<file path="src/rtl/neighbor_table_ctrl_pkg.sv">
// neighbor_pkg: shared state encoding and table geometry for the neighbor table controller.
package neighbor_pkg;
   localparam int NT_NUM_ENTRIES = 32;
   localparam int NT_IDX_W = $clog2(NT_NUM_ENTRIES);
   localparam int NT_CNT_W = $clog2(NT_NUM_ENTRIES + 1);
   localparam logic [15:0] MY_NODE_ID_CONST = 16'h000C;
   typedef enum logic [2:0] {ST_IDLE, ST_SEARCH, ST_WRITE, ST_SCAN, ST_CLEAR} nt_state_e;
endpackage

</file>
<file path="src/rtl/neighbor_table_ctrl_if.sv">
// neighbor_table_ctrl_if: request, scan and storage-side signals of the neighbor table controller.
interface neighbor_table_ctrl_if
   import neighbor_pkg::*;
#(
   parameter int WORD_WIDTH = 16,
   parameter int IDX_W = NT_IDX_W,
   parameter int CNT_W = NT_CNT_W
);
   logic                  wr_req;
   logic [WORD_WIDTH-1:0] wr_node_id;
   logic                  hb_reset;
   logic                  scan_req;
   logic [WORD_WIDTH-1:0] tbl_rd_node_id;
   logic                  wr_ready;
   logic [IDX_W-1:0]      tbl_idx;
   logic                  tbl_wr_en;
   logic                  tbl_clr_all;
   logic [CNT_W-1:0]      neighbor_count;
   logic                  wr_done;
   logic                  wr_dropped;
   logic                  scan_valid;
   logic                  scan_done;
   modport master (
      output wr_req, wr_node_id, hb_reset, scan_req, tbl_rd_node_id,
      input  wr_ready, tbl_idx, tbl_wr_en, tbl_clr_all, neighbor_count,
             wr_done, wr_dropped, scan_valid, scan_done
   );
   modport slave (
      input  wr_req, wr_node_id, hb_reset, scan_req, tbl_rd_node_id,
      output wr_ready, tbl_idx, tbl_wr_en, tbl_clr_all, neighbor_count,
             wr_done, wr_dropped, scan_valid, scan_done
   );
endinterface

</file>
<file path="src/rtl/neighbor_table_ctrl.sv">
// neighbor_table_ctrl: search/allocate/scan/clear sequencer that owns the neighbor count
// in front of a data+valid neighbor table storage.
module neighbor_table_ctrl
   import neighbor_pkg::*;
#(
   parameter int WORD_WIDTH = 16,
   parameter int NUM_ENTRIES = NT_NUM_ENTRIES,
   parameter logic [WORD_WIDTH-1:0] MY_NODE_ID = MY_NODE_ID_CONST
) (
   input logic clk,
   input logic nrst,
   neighbor_table_ctrl_if.slave bus
);
   localparam int IDX_W = $clog2(NUM_ENTRIES);
   localparam int CNT_W = $clog2(NUM_ENTRIES + 1);
   localparam logic [CNT_W-1:0] FULL = CNT_W'(NUM_ENTRIES);
   nt_state_e r_state, w_state;
   logic [WORD_WIDTH-1:0] r_id_q, w_id_q;
   logic [IDX_W-1:0] r_ptr, w_ptr;
   logic [CNT_W-1:0] r_count, w_count;
   logic r_alloc_q, w_alloc_q, r_hb_pend, w_hb_pend;
   logic r_wr_done, w_wr_done, r_wr_dropped, w_wr_dropped, r_scan_done, w_scan_done;
   logic w_last, w_hit, w_empty;
   assign w_last = CNT_W'(r_ptr) == r_count - 1'b1;
   assign w_hit = bus.tbl_rd_node_id == r_id_q;
   assign w_empty = r_count == '0;
   always_comb begin
      w_state = r_state;
      w_id_q = r_id_q;
      w_ptr = r_ptr;
      w_count = r_count;
      w_alloc_q = r_alloc_q;
      w_hb_pend = r_hb_pend;
      w_wr_done = 1'b0;
      w_wr_dropped = 1'b0;
      w_scan_done = 1'b0;
      case (r_state)
         ST_IDLE:
            if (bus.hb_reset) w_state = ST_CLEAR;
            else if (bus.wr_req) begin
               w_id_q = bus.wr_node_id;
               w_ptr = '0;
               if (bus.wr_node_id == MY_NODE_ID) begin
                  w_wr_done = 1'b1;
                  w_wr_dropped = 1'b1;
               end else begin
                  w_state = w_empty ? ST_WRITE : ST_SEARCH;
                  w_alloc_q = w_empty;
               end
            end else if (bus.scan_req) begin
               w_state = ST_SCAN;
               w_ptr = '0;
            end
         ST_SEARCH:
            if (bus.hb_reset) begin
               w_state = ST_CLEAR;
               w_wr_done = 1'b1;
               w_wr_dropped = 1'b1;
            end else if (w_hit) begin
               w_state = ST_WRITE;
               w_alloc_q = 1'b0;
            end else if (w_last && r_count == FULL) begin
               w_state = ST_IDLE;
               w_wr_done = 1'b1;
               w_wr_dropped = 1'b1;
            end else if (w_last) begin
               w_state = ST_WRITE;
               w_ptr = r_count[IDX_W-1:0];
               w_alloc_q = 1'b1;
            end else w_ptr = r_ptr + 1'b1;
         ST_WRITE: begin
            w_wr_done = 1'b1;
            w_count = (r_alloc_q && r_count != FULL) ? r_count + 1'b1 : r_count;
            w_hb_pend = r_hb_pend | bus.hb_reset;
            w_state = (r_hb_pend || bus.hb_reset) ? ST_CLEAR : ST_IDLE;
         end
         ST_SCAN:
            if (bus.hb_reset) w_state = ST_CLEAR;
            else if (w_empty || w_last) begin
               w_state = ST_IDLE;
               w_scan_done = 1'b1;
            end else w_ptr = r_ptr + 1'b1;
         ST_CLEAR: begin
            w_state = ST_IDLE;
            w_count = '0;
            w_hb_pend = 1'b0;
         end
         default: w_state = ST_IDLE;
      endcase
   end
   always_ff @(posedge clk) begin
      if (!nrst) begin
         r_state <= ST_IDLE;
         r_id_q <= '0;
         r_ptr <= '0;
         r_count <= '0;
         r_alloc_q <= 1'b0;
         r_hb_pend <= 1'b0;
         r_wr_done <= 1'b0;
         r_wr_dropped <= 1'b0;
         r_scan_done <= 1'b0;
      end else begin
         r_state <= w_state;
         r_id_q <= w_id_q;
         r_ptr <= w_ptr;
         r_count <= w_count;
         r_alloc_q <= w_alloc_q;
         r_hb_pend <= w_hb_pend;
         r_wr_done <= w_wr_done;
         r_wr_dropped <= w_wr_dropped;
         r_scan_done <= w_scan_done;
      end
   end
   assign bus.wr_ready = r_state == ST_IDLE;
   assign bus.tbl_idx = r_ptr;
   assign bus.tbl_wr_en = r_state == ST_WRITE;
   assign bus.tbl_clr_all = r_state == ST_CLEAR;
   assign bus.scan_valid = r_state == ST_SCAN && !w_empty;
   assign bus.neighbor_count = r_count;
   assign bus.wr_done = r_wr_done;
   assign bus.wr_dropped = r_wr_dropped;
   assign bus.scan_done = r_scan_done;
endmodule

</file>
<file path="src/flat_wrapper.sv">
// flat-port wrapper written by rule: the top's interface ports become plain ports
module neighbor_table_ctrl_flat import neighbor_pkg::*;
#(
   parameter int WORD_WIDTH = 16,
   parameter int NUM_ENTRIES = NT_NUM_ENTRIES,
   parameter logic [WORD_WIDTH-1:0] MY_NODE_ID = MY_NODE_ID_CONST
)
  (clk, nrst, bus_wr_req, bus_wr_node_id, bus_hb_reset, bus_scan_req, bus_tbl_rd_node_id, bus_wr_ready, bus_tbl_idx, bus_tbl_wr_en, bus_tbl_clr_all, bus_neighbor_count, bus_wr_done, bus_wr_dropped, bus_scan_valid, bus_scan_done);
  neighbor_table_ctrl_if #(.WORD_WIDTH(WORD_WIDTH), .IDX_W(5), .CNT_W(6)) bus_i ();
  input logic clk;
  input logic nrst;
  input wire logic [$bits(bus_i.wr_req)-1:0] bus_wr_req;
  input wire logic [$bits(bus_i.wr_node_id)-1:0] bus_wr_node_id;
  input wire logic [$bits(bus_i.hb_reset)-1:0] bus_hb_reset;
  input wire logic [$bits(bus_i.scan_req)-1:0] bus_scan_req;
  input wire logic [$bits(bus_i.tbl_rd_node_id)-1:0] bus_tbl_rd_node_id;
  output wire logic [$bits(bus_i.wr_ready)-1:0] bus_wr_ready;
  output wire logic [$bits(bus_i.tbl_idx)-1:0] bus_tbl_idx;
  output wire logic [$bits(bus_i.tbl_wr_en)-1:0] bus_tbl_wr_en;
  output wire logic [$bits(bus_i.tbl_clr_all)-1:0] bus_tbl_clr_all;
  output wire logic [$bits(bus_i.neighbor_count)-1:0] bus_neighbor_count;
  output wire logic [$bits(bus_i.wr_done)-1:0] bus_wr_done;
  output wire logic [$bits(bus_i.wr_dropped)-1:0] bus_wr_dropped;
  output wire logic [$bits(bus_i.scan_valid)-1:0] bus_scan_valid;
  output wire logic [$bits(bus_i.scan_done)-1:0] bus_scan_done;
  assign bus_i.wr_req = bus_wr_req;
  assign bus_i.wr_node_id = bus_wr_node_id;
  assign bus_i.hb_reset = bus_hb_reset;
  assign bus_i.scan_req = bus_scan_req;
  assign bus_i.tbl_rd_node_id = bus_tbl_rd_node_id;
  assign bus_wr_ready = bus_i.wr_ready;
  assign bus_tbl_idx = bus_i.tbl_idx;
  assign bus_tbl_wr_en = bus_i.tbl_wr_en;
  assign bus_tbl_clr_all = bus_i.tbl_clr_all;
  assign bus_neighbor_count = bus_i.neighbor_count;
  assign bus_wr_done = bus_i.wr_done;
  assign bus_wr_dropped = bus_i.wr_dropped;
  assign bus_scan_valid = bus_i.scan_valid;
  assign bus_scan_done = bus_i.scan_done;
  neighbor_table_ctrl #(.WORD_WIDTH(WORD_WIDTH), .NUM_ENTRIES(NUM_ENTRIES), .MY_NODE_ID(MY_NODE_ID)) u_core (.clk(clk), .nrst(nrst), .bus(bus_i));
endmodule
</file>
<file path="config.mk">
export PLATFORM = sky130hd
export DESIGN_NAME = neighbor_table_ctrl_flat
export DESIGN_NICKNAME = d
export VERILOG_FILES = /design/src/rtl/neighbor_table_ctrl_pkg.sv /design/src/rtl/neighbor_table_ctrl_if.sv /design/src/rtl/neighbor_table_ctrl.sv /design/src/flat_wrapper.sv
export SDC_FILE = /design/constraint.sdc
export NUM_CORES = 1
export LEC_CHECK = 0
export ABC_AREA = 1
export CORE_UTILIZATION = 40
export DETAILED_ROUTE_END_ITERATION = 16
export HOLD_SLACK_MARGIN = 0.02
export MAX_ROUTING_LAYER = met4
export PLACE_DENSITY = 0.76
export SYNTH_ARGS = -nofsm -noshare
export SYNTH_HDL_FRONTEND = slang
export SYNTH_SLANG_ARGS = --single-unit
</file>
<file path="constraint.sdc">
create_clock -name clk -period 1.9 [get_ports clk]
set_input_delay 0.38 -clock clk [delete_from_list [all_inputs] [get_ports clk]]
set_output_delay 0.38 -clock clk [all_outputs]
set_load 0.01 [all_outputs]
</file>
* Word-level counts from Yosys, hierarchy flattened *
Cells that the tools add are included.

storage, ports and cells
  register bits after elaboration = 35
  input port bits = 37
  output and inout port bits = 18
  word-level logic and storage cells = 101

cells by class
  add/sub/neg operators = 3
  eq/ne operators = 25
  muxes and demuxes = 43
  bitwise operators = 4
  reductions and logical operators = 17

operators by type and width
  kind                                                    count
  2-to-1 mux 5 bit                                        9
  2-to-1 mux 3 bit                                        11
  == test 16 bit                                          1
  == test 16 x 4 -> 1 bit (second input constant)         1
  inequality test 2 bit (second input constant)           8
  case mux 5 bit (3 select lines)                         1
  2-to-1 mux 1 bit                                        14
  case mux 3 bit (4 select lines)                         1
  case mux 6 bit (2 select lines)                         1
  inequality test 4 bit (second input constant)           2
  AND reduction 8 bit                                     1
  AND reduction 7 bit                                     1
  adder 6 x 1 -> 6 bit (second input constant)            1
  == test 3 x 2 -> 1 bit (second input constant)          2
  == test 5 x 6 -> 1 bit                                  1
  == test 6 bit (second input constant)                   1
  zero test 6 bit                                         1
  2-to-1 mux 6 bit                                        1
  inequality test 3 x 2 -> 1 bit (second input constant)  2
  inequality test 6 bit (second input constant)           1
  case mux 1 bit (2 select lines)                         3
  subtractor 6 x 1 -> 6 bit (second input constant)       1
  adder 5 x 1 -> 5 bit (second input constant)            1
  inequality test 5 x 2 -> 1 bit (second input constant)  1
  19 further kinds                                        25

* Logic depth before layout (Yosys ltp) *
  word-level depth = 7
  depth in mapped cells = 17
  mapped depth without buffers = 17

* Least setup slack after synthesis *
OpenSTA, ideal clock, no wires.

  path type = register to register
  start point = register u_core.r_count[1] (netlist: u_core.bus.neighbor_count[1])
  end point = register u_core.r_ptr[3] (netlist: u_core.bus.tbl_idx[3])
  setup time = 0.113 ns
  arrival = 1.853 ns
  data required time = 1.787 ns
  setup slack = -0.066 ns
  cell stages (with the launch flop) = 18
  path buffers = 0
  clock period less this slack = 1.966 ns
  cell sequence = dfxtp_1 > inv_1 > ha_1 > inv_1 > nand2_1 > nand2_1 > nor2_1 > inv_1 > nor2_1 > nand2_1 > nor2_4 > nand2_1 > nand2_1 > nand2_2 > nand2_4 > inv_2 > nor2_1 > nor2_1

between the ends
  cells in the longest elaborated chain, start to end = 7
  elaborated cells on any way between the ends = 14
  classes of those cells = add/sub: 1; eq/ne: 4; mux: 5; reduce/logical: 4

ends and longest elaborated chain
  what                             RTL line                    source
  from (decl)                      neighbor_table_ctrl.sv:20   logic [CNT_W-1:0] r_count, w_count;
  from (signal assigned)           neighbor_table_ctrl.sv:106  r_count <= w_count;
  subtractor 6 x 1 -> 6 bit        neighbor_table_ctrl.sv:24   assign w_last = CNT_W'(r_ptr) == r_count - 1'b1;
  == test 5 x 6 -> 1 bit           neighbor_table_ctrl.sv:24
  2-to-1 mux 5 bit                 neighbor_table_ctrl.sv:66   end else if (w_last) begin
  2-to-1 mux 5 bit                 neighbor_table_ctrl.sv:62   end else if (w_last && r_count == FULL) begin
  2-to-1 mux 5 bit                 neighbor_table_ctrl.sv:59   end else if (w_hit) begin
  2-to-1 mux 5 bit                 neighbor_table_ctrl.sv:55   if (bus.hb_reset) begin
  case mux 5 bit (3 select lines)  neighbor_table_ctrl.sv:37   case (r_state)
  to (signal assigned)             neighbor_table_ctrl.sv:105  r_ptr <= w_ptr;
  to (decl)                        neighbor_table_ctrl.sv:19   logic [IDX_W-1:0] r_ptr, w_ptr;

Several ways; a longest one is shown, not always the timed one. The select of a mux whose other input is x is not followed.
A chain may end at the register's enable or synchronous reset.

* Worst setup path in the final report *
  start point = register u_core.r_count[0] (netlist: u_core.bus.neighbor_count[0])
  end point = register u_core.r_ptr[2] (netlist: u_core.bus.tbl_idx[2])

The elaborated chain is that of the path after synthesis.

==> metrics.md <==
| Metric | Value |
|---|---|
| Outcome | complete, but fails checks |
| Violations in the final reports | DRC, setup timing |
| GRT overflow | 0 |
| Yosys top cell by area | dfxtp_1 |
| Final setup fails | 5 |
| Post-synth EDFFs | 0 |
| VDD IR max | roughly 0.00033 V |
| Slew Limit Fails | 0 |
| Die W | roughly 78 um |
| Setup_tns | -0.1113 ns |
| RSZ-0062 raised after global routing | true |
| Crit path required time | ~2.1 ns |
| Flop-to-flop setup slack | -0.06 ns |
| Mapped Area | ~0.0023 mm2 |
| Dominant synthesized flop cell | dfxtp_1 |
| Syn_area_per_cell | between 6 and 7 um2 |
| Post-DR vias/cell | ~4.9 |
| Final period util | 103.1% |
| Detailed Route WL | 6534 um |
| Slew @ Worst Pin | about 0.4 ns |
| Core Rows | 27 |
| Worst-case clock skew | approximately 0.0065 ns |
| Initial core utilization | a little over two fifths |
| Initial antenna violation count | 0 |
| PnR worst setup slack | -0.05963 ns |
| Num CTS Buffers | 5 |
| Ports | 55 |
| Final nets | approximately 510 |
| CTS Root Buffer Type | clkbuf_8 |
| Unique masters post-synth | 28 |
| Die area | between 0.006 and 0.007 mm2 |
| Hold WC Path Type | flip-flop to flip-flop |
| Die H | roughly 78 um |
| Commonest non-fill, non-tap cell in the layout | nand2_1 |
| CTS Buffer Depth | 2 |
| Largest net degree at the start of global routing | 20 |
| WL/cell | 12.01 um |
| Top cell type's share of synthesized area | between 30 and 40% |
| R2r startpoint | u_core.bus.neighbor_count[0] |
| Post-route ant nets | 0 |
| Synth Register Bits | 35 |
| Dpl hpwl | ~4800 um |
| Cell Pwr Density | between 500 and 600 mW/mm2 |
| Post-route cell area | ~0.0034 mm2 |
| Skew-Pair Late Insertion Delay | between 0.2 and 0.3 ns |
| Most frequent cells in the layout | nand2_1 (91), nor2_1 (53), clkdlybuf4s50_1 (50) |
| Post-Syn Instances | 380 |
| Dpl cells | 530 |
| GRT Total Usage | 22.56% |
| Register area | 706.9 um2 |
| Port bufs | 54 |
| # clock sinks | 35 |
| Multi-input gate area | roughly 0.0014 mm2 |
| Max-slew headroom | between 70% and 80% |
| MaxCap Viol Count | 0 |
| Critical Path Fanout Max | 4 |
| Dpl cell area | between 0.003 and 0.004 mm2 |
| Pleak | ~1.6 nW |
| Clock transition at path regs | about 0.070 ns |
| Layout cells sized above 1 | about 22% |
| Seq/Total Area, Yosys | between 30% and 40% |
| DR pass1 iterations | 11 |
| TritonCTS clock tree | built |
| Pwr Total | between 1.5 and 2 mW |
| Hold Crit Depth | 2 |
| Gpl congestion | 0.9116 |
| Ranking of synthesized cells by area | dfxtp_1 (31%), nand2_1 (16%), nor2_1 (9.5%) |
| Crit Path Class | flip-flop to flip-flop |
| DRC viols | 2 |
| R2R Path End | u_core.bus.tbl_idx[2] |
| Hold_sp | u_core.r_hb_pend |
| Syn-to-layout area delta | 47.49% |
| Inserted Diodes | 0 |
| Fmax | between 500 and 600 MHz |
| YS warnings | 0 |
| Async S/R FF share, synth | 0% |
| Worst Setup End Kind | flip-flop |
| Core area | 0.005507 mm2 |
| Filler cell count in the final layout | around 500 |
| Iter 0 DRT Violations | about 130 |
| Vias in the first global route | 2427 |
| Hold Vio Cnt, Final | 0 |
| First-pass GRT wire length | approximately 11000 um |
| Vias | roughly 2700 |
| WHS Endpoint | u_core.r_hb_pend |
| Post-route minimum period | around 2.0 ns |
| Arrival @ worst endpoint | 2.19 ns |
| Nature of the critical path startpoint | flip-flop |
| Reg2Reg Depth | 15 |
| H-tree Lvls | 2 |
| Post-route insts no fill | around 540 |
| Post-Syn Nets | around 420 |
| Final Core Density | 61.53% |
worst max path at each step:
stage	from	to	slack [ns]	cells after the start
floorplan	u_core.bus.neighbor_count[1]	u_core.bus.tbl_idx[3]	0.03	17
global placement	bus_tbl_rd_node_id[9]	u_core.bus.tbl_idx[2]	-0.15	13
detailed placement	bus_tbl_rd_node_id[9]	u_core.bus.tbl_idx[2]	-0.17	13
CTS	u_core.bus.neighbor_count[0]	bus_scan_valid	-0.04	10
global route	u_core.bus.neighbor_count[0]	u_core.bus.tbl_idx[4]	-0.19	17
finish	u_core.bus.neighbor_count[0]	u_core.bus.tbl_idx[2]	-0.06	15
cells in the mapped netlist, types with 3 or more instances:
| cell | instances |
|---|---|
| xor2_1 | 9 |
| a21oi_1 | 23 |
| nor2_2 | 5 |
| nand2_2 | 3 |
| o21ai_0 | 25 |
| nor2_1 | 58 |
| nor3_1 | 4 |
| a31oi_1 | 3 |
| nand3_1 | 24 |
| inv_2 | 12 |
| nor4_1 | 5 |
| ha_1 | 4 |
| inv_1 | 48 |
| nand4_1 | 5 |
| clkbuf_1 | 5 |
| nand2_1 | 95 |
| o21ai_1 | 4 |
| dfxtp_1 | 35 |
worst max-delay path: stages (launching register included):
cell	delay (ns)
dfxtp_2	0.36
inv_4	0.05
ha_4	0.26
inv_2	0.03
nand2_1	0.04
nand2_1	0.06
nor2_2	0.10
buf_4	0.11
nand3_1	0.06
nor2_2	0.13
nand2_4	0.09
nor2_4	0.14
nand2_1	0.11
nand2_1	0.11
nand3_2	0.08
a21oi_2	0.15
flip-flops by register name (all words and copies together), names as in the netlist:
name	flops
u_core.r_id_q	16
u_core.bus.neighbor_count	6
u_core.bus.wr_dropped	1
u_core.r_hb_pend	1
u_core.bus.tbl_idx	5
u_core.bus.wr_done	1
u_core.r_state	3
u_core.r_alloc_q	1
u_core.bus.scan_done	1
routing by layer:
metal  GRT usage (%)  wire length (um)  part of all wire [%]
met2           35.93              3099                    47
met1           28.10              2948                    45
met5               -                 0                     0
met3           4.235               349                   5.3
met4           8.868               137                   2.1
per-stage QoR:
| stage | hold WS (ns) | setup WS (ns) |
|---|---|---|
| CTS | 0.4650 | -0.04175 |
| detailed placement | 0.4556 | -0.1750 |
| floorplan | 0.4378 | 0.03179 |
| finish | 0.4628 | -0.05963 |
| global route | 0.4835 | -0.1909 |
| global placement | 0.4459 | -0.1539 |
power breakdown:
group	internal, mW	switching, mW	total [mW]
sequential	0.789	0.0456	0.834
combinational	0.258	0.293	0.551
clock	0.285	0.281	0.565
total	1.33	0.619	1.95
what timing repair did:
| action | 4_1_cts | 5_1_grt |
|---|---|---|
| gates resized for setup | 18 | 26 |
| endpoints found under the setup margin | 10 | 14 |
| pin swaps | 7 | 21 |
| buffers inserted | 4 | 4 |
| hold buffers | 0 | 0 |
area by class of cell:
type,count,area share (%)
multi-input cells,278,42.69
repair buffers,92,24.34
flip-flops and latches,35,20.86
inverters,60,6.869
well taps,72,2.659
clock buffers,6,2.437
clock inverters,1,0.1477
cells by family after synthesis:
family / after synthesis / share of synthesized area (%)
AOI/OAI and AO/OA: 57 / 13.24
xor gates and xnor gates: 9 / 3.432
adders and majority gates: 4 / 2.179
buffers and inverters: 67 / 11.00
DFF: 35 / 30.50
and+or+nand+nor: 208 / 39.65
(Power assumes the default switching activity.)
